===== src/rtl/mem_wb_stage.sv =====
// Memory stage and MEM/WB pipeline latch.
// Issues the dcache request for the instruction in EX/MEM, holds it until
// dhit (raising mem_stall meanwhile), picks the writeback value and latches
// it with wsel/RegWr/halt for the register file.
module mem_wb_stage #(
  parameter int DW = 32,
  parameter int RW = 5
) (
  input  logic          CLK,
  input  logic          nRST,
  input  logic          en,
  input  logic          flush,
  input  logic          dREN_i,
  input  logic          dWEN_i,
  input  logic [DW-1:0] OutputPort_i,
  input  logic [DW-1:0] rdat2_i,
  input  logic [DW-1:0] imm_i,
  input  logic [DW-1:0] pc4_i,
  input  logic [RW-1:0] wsel_i,
  input  logic          RegWr_i,
  input  logic [1:0]    MemToReg_i,
  input  logic          halt_i,
  input  logic          dhit,
  input  logic [DW-1:0] dmemload,
  output logic          dmemREN,
  output logic          dmemWEN,
  output logic [DW-1:0] dmemaddr,
  output logic [DW-1:0] dmemstore,
  output logic          mem_stall,
  output logic [DW-1:0] fwd_dat,
  output logic [DW-1:0] wdat_o,
  output logic [RW-1:0] wsel_o,
  output logic          RegWr_o,
  output logic          halt_o
);

  // SERVED: the access completed while the pipeline was frozen, so the load
  // value sits in lbuf and the request must not be reissued.
  // HALTED: the program has ended; memory traffic is suppressed for good.
  typedef enum logic [1:0] {IDLE, SERVED, HALTED} state_t;

  state_t        state_q, state_d;
  logic [DW-1:0] lbuf_q, lbuf_d;
  logic [DW-1:0] wdat_q, wdat_d;
  logic [RW-1:0] wsel_q, wsel_d;
  logic          regwr_q, regwr_d;
  logic          halt_q, halt_d;

  logic          req;
  logic          adv;
  logic [DW-1:0] ld;

  // Request generation, stall, load-data source and writeback select.
  always_comb begin
    req       = (state_q == IDLE) && (dREN_i || dWEN_i);
    dmemREN   = req && dREN_i;
    dmemWEN   = req && dWEN_i;
    dmemaddr  = OutputPort_i;
    dmemstore = rdat2_i;
    mem_stall = req && !dhit;
    adv       = en && !mem_stall;
    ld        = (state_q == SERVED) ? lbuf_q : dmemload;
    case (MemToReg_i)
      2'b00:   fwd_dat = OutputPort_i;
      2'b01:   fwd_dat = ld;
      2'b10:   fwd_dat = pc4_i;
      default: fwd_dat = imm_i;
    endcase
  end

  // Next-state logic for the FSM, the load buffer and the MEM/WB latch.
  always_comb begin
    state_d = state_q;
    lbuf_d  = lbuf_q;
    wdat_d  = wdat_q;
    wsel_d  = wsel_q;
    regwr_d = regwr_q;
    halt_d  = halt_q;
    if (flush && (state_q != HALTED)) begin
      // Flush beats advance; halt_o is deliberately left untouched.
      wdat_d  = '0;
      wsel_d  = '0;
      regwr_d = 1'b0;
      lbuf_d  = '0;
      state_d = IDLE;
    end else begin
      if (adv) begin
        wdat_d  = fwd_dat;
        wsel_d  = wsel_i;
        regwr_d = RegWr_i;
        halt_d  = halt_q || halt_i;
      end
      case (state_q)
        IDLE: begin
          if (req && dhit && !en) begin
            lbuf_d  = dmemload;
            state_d = SERVED;
          end else if (halt_i && adv) begin
            state_d = HALTED;
          end
        end
        SERVED: begin
          if (en) state_d = IDLE;
        end
        default: ;
      endcase
    end
  end

  // State registers with asynchronous active-low reset.
  always_ff @(posedge CLK or negedge nRST) begin
    if (!nRST) begin
      state_q <= IDLE;
      lbuf_q  <= '0;
      wdat_q  <= '0;
      wsel_q  <= '0;
      regwr_q <= 1'b0;
      halt_q  <= 1'b0;
    end else begin
      state_q <= state_d;
      lbuf_q  <= lbuf_d;
      wdat_q  <= wdat_d;
      wsel_q  <= wsel_d;
      regwr_q <= regwr_d;
      halt_q  <= halt_d;
    end
  end

  assign wdat_o  = wdat_q;
  assign wsel_o  = wsel_q;
  assign RegWr_o = regwr_q;
  assign halt_o  = halt_q;

endmodule


===== config.mk =====
export PLATFORM = sky130hd
export DESIGN_NAME = mem_wb_stage
export DESIGN_NICKNAME = d
export VERILOG_FILES = /design/src/rtl/mem_wb_stage.sv
export SDC_FILE = /design/constraint.sdc
export NUM_CORES = 1
export LEC_CHECK = 0
export CORE_MARGIN = 2
export CORE_UTILIZATION = 33
export DETAILED_ROUTE_END_ITERATION = 7
export PLACE_DENSITY = 0.78
export SKIP_CTS_REPAIR_TIMING = 1
export SYNTH_ARGS = -nofsm -noshare
export SYNTH_HDL_FRONTEND = slang
export SYNTH_SLANG_ARGS = --single-unit

===== constraint.sdc =====
create_clock -name CLK -period 2.35 [get_ports CLK]
set_input_delay 0.705 -clock CLK [delete_from_list [all_inputs] [get_ports CLK]]
set_output_delay 0.705 -clock CLK [all_outputs]
set_load 0.02 [all_outputs]

# == Word level (Yosys, flattened, before mapping) ==
# Index checks and enable logic that the tools add are counted.
# totals
register_bits,73
input_bits,176
out_inout_bits,138
elab_cells,52
# classes
eq_ne,6
mux,16
n_bitwise,1
reduce_logical,23
# op_table
operator,count
$mux W32,6
$pmux W32 S3,1
$mux W5,2
$logic_and A1 B1 Y1,9
$mux W2,4
$reduce_bool A2 Y1,3
$eq A2 B1 Y1 const B,2
$logic_not A2 Y1,2
$ne A4 B1 Y1 const B,1
$pmux W2 S2,1
$reduce_and A2 Y1,2
$logic_not A1 Y1,3
$ne A3 B2 Y1 const B,1
$reduce_and A3 Y1,1
$reduce_bool A3 Y1,1
$eq A2 B2 Y1 const B,1
$logic_or A1 B1 Y1,2
$mux W1,2
$ne A2 B2 Y1 const B,1
$not A1 Y1,1

# == Longest topological paths before layout ==
# logic_depth
depth_word,10
depth_mapped,6
depth_no_buf,4

# == Least setup slack after synthesis ==
# No wires, ideal clock.
# synth_timing
kind,input to output
startpoint,input port MemToReg_i[0]
endpoint,output port fwd_dat[10]
arrival_ns,1.786
required_ns,1.645
setup_slack_ns,-0.141
cell_stages,6
path_buffers,2
cell_sequence,buf_2 -> buf_2 -> mux2_2 -> a22oi_1 -> o21a_1 -> inv_1
# synth_between
elab_chain_cells,2
word_cells_on_any_way,4
classes_between,eq/ne (2); mux (1); reduce/logical (1)
# synth_rtl
item,line,rtl
"start, declared",21,"input logic [1:0] MemToReg_i,"
"$eq A2 B2 Y1, or another cell as far along",63,case (MemToReg_i)
$pmux W32 S3 (*),63,
"end, declared",30,"output logic [DW-1:0] fwd_dat,"
# Mark *: on every way between the ends. The rest lies on a longest branch, timed or not.

# == Worst setup path after layout ==
# layout_timing
startpoint,input port pc4_i[27]
endpoint,output port fwd_dat[27]
# layout_between
elab_chain_cells,1
# layout_rtl
item,line,rtl
"start, declared",18,"input logic [DW-1:0] pc4_i,"
$pmux W32 S3,63,
# Every way passes these cells.

==> results.md <==
* Worst Path Class, Setup: input pin to output port
* Post-synthesis xor/xnor area fraction at 0%
* Synth Area in Simple Gates at 8.03%
* Clock latency on the worst-skew pair at 330 ps
* Crit path DAT at 1960 ps
* Critical Path End Type: output port
* Syn nets at 709
* CTS H-tree lvls at 3
* Top-count cell post-synth: dfrtp_1
* I/O Buffers at 249
* Detailed Route Iter0 Violations at 185
* DR WL/cell at 17.7 µm
* Die area at 15,500 µm²
* Top FF cell, synth: dfrtp_1
* Synth warnings at 0
* Die Y at 124 µm
* Mapped Area at 4780 µm²
* Clock sink count at 73
* Post-synthesis mux area share at 15.5%
* Average size of a mapped cell at 8.98 µm²
* Layout cells sized above 1 at 27.9%
* Critical Path Max Stage Delay at 410 ps
* Leak at 4.10 nW
* Hold WC Path Type: input pin to asynchronous set/reset pin
* Setup crit end: fwd_dat[27]
* Number of synthesized flops with an enable pin at 0
* Hpwl dp at 11.4 mm
* Status: finished with violations
* Global router's overall resource usage at 19.2%
* Setup crit start: pc4_i[27]
* Crit path time final at 2660 ps
* Die X at 124 µm
* CP max-delay cell: clkdlybuf4s50_1
* Max clock buf depth at 2
* Largest net degree at the start of global routing at 43
* CTS tree: yes
* Bufs and invs on worst path at 3
* CTS Buf Count at 9
* Slew @ Worst Pin at 545 ps
* Min setup slack post-route at -311 ps
* Nets@finish at 929
* Mapped Cells at 533
* Ports at 314
* Synth Area in Compound Gates at 20.6%
* Critical R2R Launch: state_q[1]
* Core area at 14,400 µm²
* Gr ovfl total at 0
* Reg2reg end: wsel_o[3]
* Power Density at 517 nW/µm²
* Dpl ws at -807 ps
* CTS root buf: clkbuf_16
* Fillers at 1,182
* Final Core Density at 57.5%
* Post-route cell area at 8260 µm²
* Worst Setup Start Kind: input pin
* Largest family of logic cells by synthesized area: compound AO/OA/AOI/OAI gates
* Period Utilization, post-route at 113%
* CP top delay family: buffers and inverters
* RSZ-0062 raised after global routing: yes
* Reg clk slew, reported paths at 60 ps
* Flop and latch count out of synthesis at 73
* Register area share after synthesis at 38.2%
* Via-to-Cell Ratio at 4.98
* Crit path max fanout at 2
* Failing checks: negative setup slack
* Fmax at 0.376 GHz
* Initial antenna violation count at 1
* Synth cell types at 27
* Placed cell areas at 7310 µm²
* Clock Skew at 7.09 ps
* GP Congestion at 0.798
* Stages on worst setup path at 6
* Area Overhead vs Synth at 72.6%
* First-pass GRT wire length at 24.0 mm
* Post-synth top cells: dfrtp_1 (73), buf_4 (66), a21oi_1 (65), nand2_1 (65), mux2i_1 (38)
* Max_cap viols at 0
* Initial Utilization at 33.3%
* CP Cell Sequence: clkdlybuf4s50_1 -> mux2_4 -> a22oi_2 -> o21a_1 -> inv_2 -> buf_2
* Reg2reg path depth at 5
* Peak supply drop at 0.380 mV
* Adder-Cell Fraction of Synth Area at 0%
* # rows at 44
* Synth area leader: dfrtp_1
* Top cells by area, synth: dfrtp_1 (38%), buf_4 (10%), mux2i_1 (7.9%)
* Rel. slew slack at 63.6%
* Drt drc at 0
* WL final at 16.6 mm
* Vias at 4,691
* Antenna-violating nets left at 0
* Top cell type's share of synthesized area at 38.2%
* Endpoints failing setup at 32
* Critical Path RT at 1640 ps
* Final Slew Violations at 0
* R2R Setup Slk at 650 ps
* Pre-Repair DR Iteration Count at 5
* Vias in the first global route at 4,658
* Final-report hold violation count at 0
* Post-synth ARST share at 100%
[placed cells by master, fill, tap and decap left out, types with 3 or more instances in the layout]
| cell | n |
|---|---|
| a22oi_1 | 5 |
| nand2_1 | 65 |
| a22oi_2 | 27 |
| clkdlybuf4s50_1 | 140 |
| buf_12 | 15 |
| clkbuf_2 | 5 |
| clkbuf_8 | 3 |
| a21oi_1 | 65 |
| o21ai_1 | 32 |
| buf_6 | 27 |
| dfrtp_1 | 73 |
| mux2_4 | 25 |
| o21a_1 | 32 |
| buf_2 | 4 |
| mux2i_1 | 37 |
| mux2_2 | 5 |
| nand2b_1 | 3 |
| buf_4 | 47 |
| nor2_1 | 10 |
| dlymetal6s2s_1 | 73 |
| clkbuf_16 | 11 |
| inv_2 | 30 |
[metal layers]
layer,vias up,GRT usage [%],wire (µm)
met5,-,0,0
met4,0,5.16,317
met3,23,5.58,1120
met2,198,33.5,8350
met1,2259,23.2,6840
li1,2211,-,-
[worst register-to-register path, cell delays in order, from the launching register on]
cell and delay [ps]:
dfrtp_1 400, buf_4 170, o41a_2 530, buf_12 200
mux2i_1 230, nor2_1 60
[state kept, by name (all words and copies together), names as in the netlist]
register  flops
RegWr_o       1
halt_o        1
lbuf_q       32
state_q       2
wdat_o       32
wsel_o        5
[cell families (layout without fill, tap and decap cells)]
family,Yosys count,after routing
compound gates,163,163
other cells,0,1
mux,70,70
simple gates,90,90
buf+inv,137,361
flops,73,73
[layout make-up]
cell class / count / area, µm² / area share, %
Timing Repair Buffer: 314 / 3380 / 41.0
Multi-Input combinational cell: 323 / 2370 / 28.7
Sequential cell: 73 / 1830 / 22.1
Clock buffer: 13 / 270 / 3.27
Tap cell: 184 / 230 / 2.79
Inverter: 32 / 120 / 1.45
Clock inverter: 2 / 60.1 / 0.727
Antenna cell: 1 / 2.50 / 0.0303
[metrics by stage]
stage          power [mW]  TNS (ps)  hold slack [ps]  instances
2_1_floorplan        2.02         0              409        533
3_3_place_gp         2.64    -27810              447        911
3_5_place_dp         2.65    -28210              453        911
4_1_cts              4.20    -28470              359        926
5_1_grt              4.45     -7280              388        942
6_report             4.27     -5980              354        942
[power by group]
group | leakage (nW) | internal [mW] | switching, mW
registers | 0.913 | 1.33 | 0.0449
clock network | 0.162 | 1.01 | 0.512
logic | 3.02 | 0.754 | 0.616
total | 4.10 | 3.10 | 1.17
[how the worst min path moves through the flow]
| stage | slack (ps) | startpoint | end |
|---|---|---|---|
| after CTS | 360 | nRST | wdat_o[25] |
| final | 350 | nRST | wdat_o[23] |
| after global routing | 390 | nRST | wdat_o[25] |
| after global placement | 450 | halt_o | halt_o |
| after floorplan | 410 | nRST | RegWr_o |
| after detailed placement | 450 | halt_o | halt_o |
Power figures use the tool's default switching activity.
